--- config.mk ---
export PLATFORM = sky130hd
export DESIGN_NAME = soc_test_monitor
export DESIGN_NICKNAME = d
export VERILOG_FILES = /design/src/rtl/soc_test_pkg.sv /design/src/rtl/sig_regfile.sv /design/src/rtl/soc_test_monitor.sv
export SDC_FILE = /design/constraint.sdc
export NUM_CORES = 1
export LEC_CHECK = 0
export ABC_CLOCK_PERIOD_IN_PS = 6400
export CORE_UTILIZATION = 51
export DETAILED_ROUTE_END_ITERATION = 10
export GPL_TIMING_DRIVEN = 0
export PLACE_DENSITY_LB_ADDON = 0.25
export SLEW_MARGIN = 40
export SYNTH_ARGS = -nofsm -noshare
export SYNTH_HDL_FRONTEND = slang
export SYNTH_SLANG_ARGS = --single-unit
export TNS_END_PERCENT = 10
--- constraint.sdc ---
create_clock -name clk -period 6.4 [get_ports clk]
set_clock_uncertainty 0.15 [all_clocks]
set_input_delay 0.96 -clock clk [delete_from_list [all_inputs] [get_ports clk]]
set_output_delay 0.96 -clock clk [all_outputs]
set_load 0.01 [all_outputs]
--- src/rtl/soc_test_pkg.sv ---
// -----------------------------------------------------------------------------
// soc_test_pkg
//
// Shared definitions for the SoC test monitor:
//   - state_t      : monitor FSM states (idle, running, and three terminal states)
//   - TOHOST_PASS  : completion word that signals a passing program
//   - DEF_*        : default bus addresses and limits used as parameter defaults
//   - idx_width()  : width of a word index into an n-entry bank (at least 1 bit)
//   - sat_inc32()  : 32-bit increment that sticks at all-ones
// -----------------------------------------------------------------------------
package soc_test_pkg;

  typedef enum logic [2:0] {
    ST_IDLE    = 3'd0,
    ST_RUN     = 3'd1,
    ST_PASS    = 3'd2,
    ST_FAIL    = 3'd3,
    ST_TIMEOUT = 3'd4
  } state_t;

  localparam int unsigned TOHOST_PASS = 1;

  localparam logic [31:0] DEF_TOHOST_ADDR = 32'h0000_0100;
  localparam logic [31:0] DEF_SIG_BASE    = 32'h0000_0200;
  localparam int unsigned DEF_SIG_NUM     = 4;
  localparam int unsigned DEF_TIMEOUT     = 100000;

  // A one-entry bank still needs a 1-bit index port.
  function automatic int unsigned idx_width(input int unsigned n);
    return (n > 1) ? $clog2(n) : 1;
  endfunction

  // Run counters must never wrap back to a small value on very long runs.
  function automatic logic [31:0] sat_inc32(input logic [31:0] v);
    return (v == 32'hFFFF_FFFF) ? v : v + 32'd1;
  endfunction

endpackage

--- src/rtl/sig_regfile.sv ---
// -----------------------------------------------------------------------------
// sig_regfile
//
// SIG_NUM x DATA_W bank of signature registers with a single write port.
//
// Ports:
//   clk    in  1                 clock, rising edge
//   rst    in  1                 synchronous active-low clear of every word
//   we     in  1                 write enable
//   idx    in  IDX_W             word index to write (caller keeps it in range)
//   wdata  in  DATA_W            write data
//   sig    out SIG_NUM*DATA_W    all words, word i at [i*DATA_W +: DATA_W]
// -----------------------------------------------------------------------------
module sig_regfile
  import soc_test_pkg::*;
#(
  parameter int unsigned DATA_W  = 32,
  parameter int unsigned SIG_NUM = DEF_SIG_NUM,
  parameter int unsigned IDX_W   = idx_width(SIG_NUM)
) (
  input  logic                        clk,
  input  logic                        rst,
  input  logic                        we,
  input  logic [IDX_W-1:0]            idx,
  input  logic [DATA_W-1:0]           wdata,
  output logic [SIG_NUM*DATA_W-1:0]   sig
);

  logic [SIG_NUM-1:0][DATA_W-1:0] bank;

  // NOTE: this bank is a small flop array, not a RAM macro, so it can and must
  // be cleared by reset: the bench reads every word as 0 after reset.
  always_ff @(posedge clk) begin
    if (!rst) begin
      bank <= '0;
    end else if (we) begin
      bank[idx] <= wdata;
    end
  end

  assign sig = bank;

endmodule

--- src/rtl/soc_test_monitor.sv ---
// -----------------------------------------------------------------------------
// soc_test_monitor
//
// Passive monitor on the core's data-memory bus. It watches for a write to the
// tohost completion register and decodes it into pass / fail + exit code,
// captures a small window of signature words, counts run cycles and fetch
// cycles, and raises a timeout if the program never reports completion.
// Every output comes straight from a flop; nothing on the bus is ever stalled.
//
// Ports:
//   clk         in  1               clock, rising edge
//   rst         in  1               synchronous active-low reset
//   inst_ce     in  1               instruction fetch enable (starts and counts RUN)
//   data_ce     in  1               data bus chip enable
//   data_we     in  1               data bus write enable
//   data_addr   in  ADDR_W          data bus address
//   data_wdata  in  DATA_W          data bus write data
//   done        out 1               sticky: a terminal state has been reached
//   pass        out 1               completion word was TOHOST_PASS
//   fail        out 1               completion word was odd and not TOHOST_PASS
//   timeout     out 1               watchdog expired before completion
//   exit_code   out DATA_W-1        completion word bits [DATA_W-1:1] on fail
//   cycle_cnt   out 32              cycles spent in RUN (saturating)
//   inst_cnt    out 32              inst_ce-high cycles in RUN (saturating)
//   sig         out SIG_NUM*DATA_W  signature words, word i at [i*DATA_W +: DATA_W]
// -----------------------------------------------------------------------------
module soc_test_monitor
  import soc_test_pkg::*;
#(
  parameter int unsigned       DATA_W      = 32,
  parameter int unsigned       ADDR_W      = 32,
  parameter logic [ADDR_W-1:0] TOHOST_ADDR = ADDR_W'(DEF_TOHOST_ADDR),
  parameter logic [ADDR_W-1:0] SIG_BASE    = ADDR_W'(DEF_SIG_BASE),
  parameter int unsigned       SIG_NUM     = DEF_SIG_NUM,
  parameter int unsigned       TIMEOUT     = DEF_TIMEOUT
) (
  input  logic                       clk,
  input  logic                       rst,
  input  logic                       inst_ce,
  input  logic                       data_ce,
  input  logic                       data_we,
  input  logic [ADDR_W-1:0]          data_addr,
  input  logic [DATA_W-1:0]          data_wdata,
  output logic                       done,
  output logic                       pass,
  output logic                       fail,
  output logic                       timeout,
  output logic [DATA_W-2:0]          exit_code,
  output logic [31:0]                cycle_cnt,
  output logic [31:0]                inst_cnt,
  output logic [SIG_NUM*DATA_W-1:0]  sig
);

  localparam int unsigned       IDX_W     = idx_width(SIG_NUM);
  // Size of the signature window in bytes.
  localparam logic [ADDR_W-1:0] SIG_SPAN  = ADDR_W'(4 * SIG_NUM);
  localparam logic [DATA_W-1:0] PASS_WORD = DATA_W'(TOHOST_PASS);
  // Value of cycle_cnt on the last cycle the watchdog allows.
  localparam logic [31:0]       WD_LAST   = 32'(TIMEOUT - 1);

  state_t state;

  // ---------------------------------------------------------------------------
  // Bus decode
  // ---------------------------------------------------------------------------
  logic              is_run;
  logic              wr;
  logic              tohost_hit;
  logic              tohost_pass;
  logic              tohost_fail;
  logic              wd_expire;
  logic [ADDR_W-1:0] sig_off;
  logic              sig_we;
  logic [IDX_W-1:0]  sig_idx;

  always_comb begin
    // NOTE: every signal driven here gets a value on every path before any
    // condition, so no latch can be inferred.
    is_run      = (state == ST_RUN);
    wr          = data_ce & data_we;
    tohost_hit  = wr && (data_addr == TOHOST_ADDR);
    tohost_pass = is_run && tohost_hit && (data_wdata == PASS_WORD);
    // Even completion words are not results and are ignored.
    tohost_fail = is_run && tohost_hit && data_wdata[0] && (data_wdata != PASS_WORD);
    // A completion write on the final watchdog cycle takes priority over timeout.
    wd_expire   = is_run && (cycle_cnt == WD_LAST) && !tohost_pass && !tohost_fail;

    // Unsigned subtraction at address width; the lower-bound compare below
    // rejects addresses under the window whose offset wrapped around.
    sig_off = data_addr - SIG_BASE;
    sig_idx = sig_off[IDX_W+1:2];
    sig_we  = 1'b0;
    if (is_run && wr && !tohost_hit && (data_addr[1:0] == 2'b00) &&
        (data_addr >= SIG_BASE) && (sig_off < SIG_SPAN)) begin
      sig_we = 1'b1;
    end
  end

  // ---------------------------------------------------------------------------
  // FSM, result flags and run counters
  // ---------------------------------------------------------------------------
  // NOTE: all state below uses non-blocking assignments so every flop samples
  // the pre-edge values, independent of statement order.
  always_ff @(posedge clk) begin
    if (!rst) begin
      state     <= ST_IDLE;
      done      <= 1'b0;
      pass      <= 1'b0;
      fail      <= 1'b0;
      timeout   <= 1'b0;
      exit_code <= '0;
      cycle_cnt <= '0;
      inst_cnt  <= '0;
    end else begin
      case (state)
        ST_IDLE: begin
          // The first fetch cycle is already cycle 0 of the run and is counted.
          if (inst_ce) begin
            state     <= ST_RUN;
            cycle_cnt <= sat_inc32(cycle_cnt);
            inst_cnt  <= sat_inc32(inst_cnt);
          end
        end

        ST_RUN: begin
          // The terminating cycle is still a run cycle and is counted too.
          cycle_cnt <= sat_inc32(cycle_cnt);
          if (inst_ce) begin
            inst_cnt <= sat_inc32(inst_cnt);
          end

          if (tohost_pass) begin
            state <= ST_PASS;
            pass  <= 1'b1;
            done  <= 1'b1;
          end else if (tohost_fail) begin
            state     <= ST_FAIL;
            fail      <= 1'b1;
            done      <= 1'b1;
            exit_code <= data_wdata[DATA_W-1:1];
          end else if (wd_expire) begin
            state   <= ST_TIMEOUT;
            timeout <= 1'b1;
            done    <= 1'b1;
          end
        end

        // Terminal states hold flags and counters until reset.
        default: begin
          state <= state;
        end
      endcase
    end
  end

  // ---------------------------------------------------------------------------
  // Signature bank
  // ---------------------------------------------------------------------------
  sig_regfile #(
    .DATA_W  (DATA_W),
    .SIG_NUM (SIG_NUM),
    .IDX_W   (IDX_W)
  ) u_sig_regfile (
    .clk   (clk),
    .rst   (rst),
    .we    (sig_we),
    .idx   (sig_idx),
    .wdata (data_wdata),
    .sig   (sig)
  );

endmodule

==> flow_metrics.env, run 1 <==
export IMPL_grt_pass1_wl_mm=46.9
export IMPL_holdBufCountCts=0
export IMPL_fp_dieH_um=140
export IMPL_fp_dieW_um=140
export IMPL_yosysSeqAreaShare=0.477
export IMPL_crit_path_start_kind="input port"
export IMPL_drive_above_1_share=0.0470
export IMPL_syn_inst=1046
export IMPL_synth_distinct_cells=42
export IMPL_post_drt_wl_per_cell_um=18.7
export IMPL_grt_max_degree=15
export IMPL_drc=0
export IMPL_crit_slowest_cell="a2111oi_2"
export IMPL_dieArea_um2=19500
export IMPL_timing_rr_end="u_sig_regfile.sig[16]$_SDFFE_PN0P_"
export IMPL_yosys_top_cells_count="251 x nand2_1, 230 x dfxtp_1, 130 x mux2i_1"
export IMPL_synth_top_flop_cell="dfxtp_1"
export IMPL_htreeDepth=1
export IMPL_endpoint="u_sig_regfile.sig[16]$_SDFFE_PN0P_"
export IMPL_setup_tns_ns=0
export IMPL_core_rowCount=49
export IMPL_vias_per_cell=5.55
export IMPL_pwr_share_clk=0.477
export IMPL_netlist_area_um2=9660
export IMPL_synth_net_count=1118
export IMPL_synthArstFlopShare=0
export IMPL_coreArea_um2=18300
export IMPL_gp_congestion=0.952
export IMPL_drtAntennaViolNets=0
export IMPL_synth_edf_count=0
export IMPL_final_max_slew_violation_count=0
export IMPL_n_fill_cell=1343
export IMPL_slew_headroom=0.511
export IMPL_cts_tree="done"
export IMPL_path_cells="clkdlybuf4s50_1 > inv_1 > ha_1 > clkbuf_1 > and3_1 > nand3_1 > a2111oi_2 > nand4b_1 > buf_2 > mux2i_1"
export IMPL_grt_overflow=0
export IMPL_clk_pin_slew_ns=0.06
export IMPL_cts_buffers=24
export IMPL_status="finished clean"
export IMPL_avgSynthCellArea_um2=9.23
export IMPL_p_per_area_nw_per_um2=221
export IMPL_worstRegToRegCells=7
export IMPL_netlist_top_cells_area="dfxtp_1 48%, mux2i_1 13%, nand2_1 9.8%, and2_1 3.5%, a21boi_0 3.3%"
export IMPL_wirelength_mm=30.2
export IMPL_syn2layout_area_growth_pct=42.2
export IMPL_hold_class="reg -> reg"
export IMPL_pwr_share_comb=0.049
export IMPL_cts_setup_buffers=0
export IMPL_drt_first_pass_iters=4
export IMPL_leakage_nw=5.83
export IMPL_setup_viol=0
export IMPL_critPathMaxStageDelay_ns=0.61
export IMPL_max_freq_mhz=258
export IMPL_critPathKind="in -> reg"
export IMPL_rsz0062_at_grt="no"
export IMPL_critical_path_arrival_ns=4.11
export IMPL_maxCapViolations=0
export IMPL_grt_pass1_vias=8601
export IMPL_startpoint="data_addr[9]"
export IMPL_synth_area_leader_cell="dfxtp_1"
export IMPL_period_share=0.605
export IMPL_critPathRequiredTime_ns=6.64
export IMPL_worst_path_stages=10
export IMPL_cts_path_max_buffers=3
export IMPL_path_max_fanout=10
export IMPL_multi_input_area_um2=4830
export IMPL_ys_seq_elements=230
export IMPL_initial_core_util=0.529
export IMPL_seqPwrFrac=0.474
export IMPL_clkLatencyLatePin_ns=0.51
export IMPL_finalCriticalPeriod_ns=3.87
export IMPL_vias=8959
export IMPL_final_core_util=0.752
export IMPL_r2r_slack_ns=3.19
export IMPL_hold_violations=0
export IMPL_clock_sinks=230
export IMPL_io_pins=296
export IMPL_synth_top_area_frac=0.477
export IMPL_instances_no_fill=1613
export IMPL_vdd_drop_max_v=0.000226
export IMPL_total_power_w=0.00304
export IMPL_endpoint_kind="flop"
export IMPL_track_usage=0.304
export IMPL_cts_resized=0
export IMPL_num_antenna_cells=0
export IMPL_swShare=0.220
export IMPL_port_buffers=294
export IMPL_cpLargestDelayFamily="buffers and inverters"
export IMPL_root_buffer="clkbuf_16"
export IMPL_final_nets=1438
export IMPL_antenna_found_initial=0
export IMPL_drtIter0Drc=500
export IMPL_synth_warnings=0
export IMPL_r2r_start="state[2]$_SDFFE_PN0P_"
export IMPL_switchingPower_w=0.000670
export IMPL_yosysMostFrequentCell="nand2_1"
export IMPL_worst_path_buf_inv=4
export IMPL_p_int_w=0.00237
export IMPL_seq_area_um2=4600
export IMPL_hpwl_mm=22.4
export IMPL_dp_cells=1569
export IMPL_worst_pin_slew_ns=0.729
[cell type report]
class                      count  area share
multi-input combinational    756       0.351
sequential                   230       0.335
inverter                       6     0.00164
clock inverter                14      0.0116
clock buffer                  30      0.0490
timing repair buffer         294       0.214
tap                          229      0.0209
buffer                        54      0.0159
[metrics by stage]
step / setup slack, ns / cell area [um^2] / hold slack (ns)
6_report: 2.53 / 13700 / 0.308
5_1_grt: 2.38 / 13700 / 0.329
4_1_cts: 2.60 / 13700 / 0.311
3_5_place_dp: 2.09 / 12900 / 0.303
3_3_place_gp: 2.14 / 12900 / 0.294
2_1_floorplan: 3.34 / 9660 / 0.307
[kinds of logic after synthesis]
kind of cell | synth area share
xor+xnor | 0.0472
simple gates | 0.260
fa+ha+maj | 0.00389
compound gates | 0.0517
buf+inv | 0.0249
flops | 0.477
mux | 0.136
[metal layers]
layer	wire, um	part of all wire	track usage
met1	12700	0.42	0.386
met2	13900	0.46	0.496
met3	2340	0.077	0.0619
met4	1320	0.044	0.139
met5	0	0	0
[flip-flops by register name, summed over array words and instances (netlist names)]
register,cells
u_sig_regfile.sig,128
cycle_cnt,32
inst_cnt,32
exit_code,31
state,3
done,1
fail,1
pass,1
timeout,1
[how the worst min path moves through the flow]
stage	startpoint	end	slack [ns]	cells past startpoint
2_1_floorplan	state[1]$_SDFFE_PN0P_	state[1]$_SDFFE_PN0P_	0.31	2
3_3_place_gp	u_sig_regfile.sig[99]$_SDFFE_PN0P_	u_sig_regfile.sig[99]$_SDFFE_PN0P_	0.29	2
3_5_place_dp	u_sig_regfile.sig[68]$_SDFFE_PN0P_	u_sig_regfile.sig[68]$_SDFFE_PN0P_	0.30	2
4_1_cts	u_sig_regfile.sig[104]$_SDFFE_PN0P_	u_sig_regfile.sig[104]$_SDFFE_PN0P_	0.31	2
5_1_grt	u_sig_regfile.sig[76]$_SDFFE_PN0P_	u_sig_regfile.sig[76]$_SDFFE_PN0P_	0.33	2
6_report	u_sig_regfile.sig[104]$_SDFFE_PN0P_	u_sig_regfile.sig[104]$_SDFFE_PN0P_	0.31	2
[placed cells by master, fill, tap and decap left out, drive strengths merged, types with 5 or more instances in the layout]
master         count
clkdlybuf4s50    294
nand2            251
dfxtp            230
mux2i            130
clkbuf            72
and2              54
a21boi            42
xor2              33
nor4              32
nand3             28
nand4             25
nor3              20
xnor2             19
and3              17
o21ai             13
nor2              12
nor3b             12
buf               12
or3               11
and4              10
clkinv            10
nor4b              7
inv                6
a21oi              5
[power groups by stage]
stage / logic, W / registers, W / clock network, W
2_1_floorplan: 0.0000554 / 0.00147 / 0
3_3_place_gp: 0.000144 / 0.00147 / 0
3_5_place_dp: 0.000145 / 0.00147 / 0
4_1_cts: 0.000146 / 0.00144 / 0.00147
5_1_grt: 0.000158 / 0.00144 / 0.00152
6_report: 0.000148 / 0.00144 / 0.00145
[tightest hold or removal path: cells and delay by family (launching register included)]
| kind | cells | cell delay [ns] |
|---|---|---|
| mux | 1 | 0.05 |
| simple gates | 1 | 0.05 |
| flops | 1 | 0.31 |
(Power assumes the default switching activity.)
==> run 2: changes to the inputs <==
- ABC_CLOCK_PERIOD_IN_PS: 6400 -> 4000
- CORE_UTILIZATION: 51 -> 47
- clock period: 6.4 -> 4 ns (I/O delays scaled with it)
==> flow_metrics.env, run 2 (synthesis results as in run 1) <==
export IMPL_critPathKind="in -> reg"
export IMPL_grt_max_degree=15
export IMPL_leakage_nw=5.79
export IMPL_core_rowCount=52
export IMPL_max_freq_mhz=300
export IMPL_hpwl_mm=22.2
export IMPL_final_nets=1438
export IMPL_cts_path_max_buffers=3
export IMPL_clkLatencyLatePin_ns=0.52
export IMPL_vdd_drop_max_v=0.000289
export IMPL_status="finished clean"
export IMPL_wirelength_mm=29.7
export IMPL_clock_sinks=230
export IMPL_final_cell_mix="294 x clkdlybuf4s50_1, 251 x nand2_1, 230 x dfxtp_1"
export IMPL_root_buffer="clkbuf_16"
export IMPL_post_drt_wl_per_cell_um=18.0
export IMPL_initial_core_util=0.479
export IMPL_critical_path_arrival_ns=3.58
export IMPL_hold_class="reg -> reg"
export IMPL_grt_pass1_wl_mm=46.7
export IMPL_worst_pin_slew_ns=0.844
export IMPL_drc=0
export IMPL_clk_pin_slew_ns=0.06
export IMPL_grt_pass1_vias=8474
export IMPL_setup_viol=0
export IMPL_vias_per_cell=5.35
export IMPL_cts_tree="done"
export IMPL_hold_violations=0
export IMPL_worstRegToRegCells=7
export IMPL_fp_dieW_um=145
export IMPL_period_share=0.834
export IMPL_drtIter0Drc=471
export IMPL_worst_slack_ns=0.662
export IMPL_num_antenna_cells=0
export IMPL_crit_path_start_kind="input port"
export IMPL_syn2layout_area_growth_pct=42.2
export IMPL_finalCriticalPeriod_ns=3.34
export IMPL_antenna_found_initial=0
export IMPL_p_per_area_nw_per_um2=346
export IMPL_place_ws_ns=0.150
export IMPL_track_usage=0.275
export IMPL_port_buffers=294
export IMPL_drt_first_pass_iters=5
export IMPL_largest_reg_flops=128
export IMPL_slew_headroom=0.432
export IMPL_io_pins=296
export IMPL_dieArea_um2=21100
export IMPL_rsz0062_at_grt="no"
export IMPL_hold_depth=2
export IMPL_fp_dieH_um=145
export IMPL_maxCapViolations=0
export IMPL_holdBufCountCts=0
export IMPL_drive_above_1_share=0.0434
export IMPL_grt_overflow=0
export IMPL_cts_buffers=24
export IMPL_cts_resized=0
export IMPL_cts_setup_buffers=0
export IMPL_setup_tns_ns=0
export IMPL_drtAntennaViolNets=0
export IMPL_critPathRequiredTime_ns=4.24
export IMPL_vias=8837
export IMPL_coreArea_um2=20200
export IMPL_htreeDepth=1
export IMPL_path_max_fanout=10
export IMPL_endpoint_kind="flop"
export IMPL_final_max_slew_violation_count=0
export IMPL_n_fill_cell=1677
export IMPL_gp_congestion=0.874
export IMPL_final_common_cell="clkdlybuf4s50_1"
-- run 2: cell types whose count changed in the layout (fill, tap and decap cells not counted), sizes merged --
cell / previous run / this run
bufinv: 3 / 2
inv: 6 / 7
clkinv: 10 / 6
clkinvlp: 1 / 3
-- run 2: layout make-up --
type | instances | area, um^2 | area share
plain buffers | 54 | 218 | 0.0159
flip-flops and latches | 230 | 4600 | 0.335
repair buffers | 294 | 2940 | 0.214
clock buffers | 30 | 653 | 0.0476
multi-input cells | 756 | 4820 | 0.351
inverters | 6 | 22.5 | 0.00164
well taps | 270 | 338 | 0.0246
clock inverters | 12 | 133 | 0.00966
-- run 2: metal layers --
metal | global-route usage | share of wire
met2 | 0.462 | 0.47
met5 | 0 | 0
met3 | 0.0589 | 0.068
met4 | 0.0963 | 0.032
met1 | 0.350 | 0.43
-- run 2: final timing paths --
kind,start,end,slack [ns]
min,u_sig_regfile.sig[43]$_SDFFE_PN0P_,u_sig_regfile.sig[43]$_SDFFE_PN0P_,0.31
max reg2reg,state[0]$_SDFFE_PN0P_,u_sig_regfile.sig[7]$_SDFFE_PN0P_,0.90
min reg2reg,u_sig_regfile.sig[43]$_SDFFE_PN0P_,u_sig_regfile.sig[43]$_SDFFE_PN0P_,0.31
max,data_addr[9],u_sig_regfile.sig[7]$_SDFFE_PN0P_,0.66
-- run 2: critical path, cell delays in order --
cell and delay, ns:
clkdlybuf4s50_1 0.60, inv_1 0.07, ha_1 0.19, clkbuf_1 0.20, nor2b_1 0.18, o21ai_0 0.18
a32oi_1 0.14, a2111oi_2 0.40, nand4b_1 0.46, buf_2 0.39, mux2i_1 0.16
-- run 2: where the power goes --
group | internal, W | total [W] | leakage (nW) | switching, W
registers | 0.00230 | 0.00230 | 1.85 | 0.00000864
clock network | 0.00129 | 0.00221 | 0.381 | 0.000915
logic | 0.000104 | 0.000234 | 3.56 | 0.000130
-- run 2: per-stage QoR --
stage / utilization / std cells / total power [W] / hold WS, ns / area [um^2]
floorplan: - / 1046 / 0.00244 / 0.307 / 9660
global placement: 0.642 / 1610 / 0.00259 / 0.295 / 12900
detailed placement: 0.642 / 1610 / 0.00259 / 0.300 / 12900
CTS: 0.681 / 1652 / 0.00478 / 0.309 / 13700
global route: 0.681 / 1652 / 0.00490 / 0.334 / 13700
finish: 0.681 / 1652 / 0.00475 / 0.306 / 13700
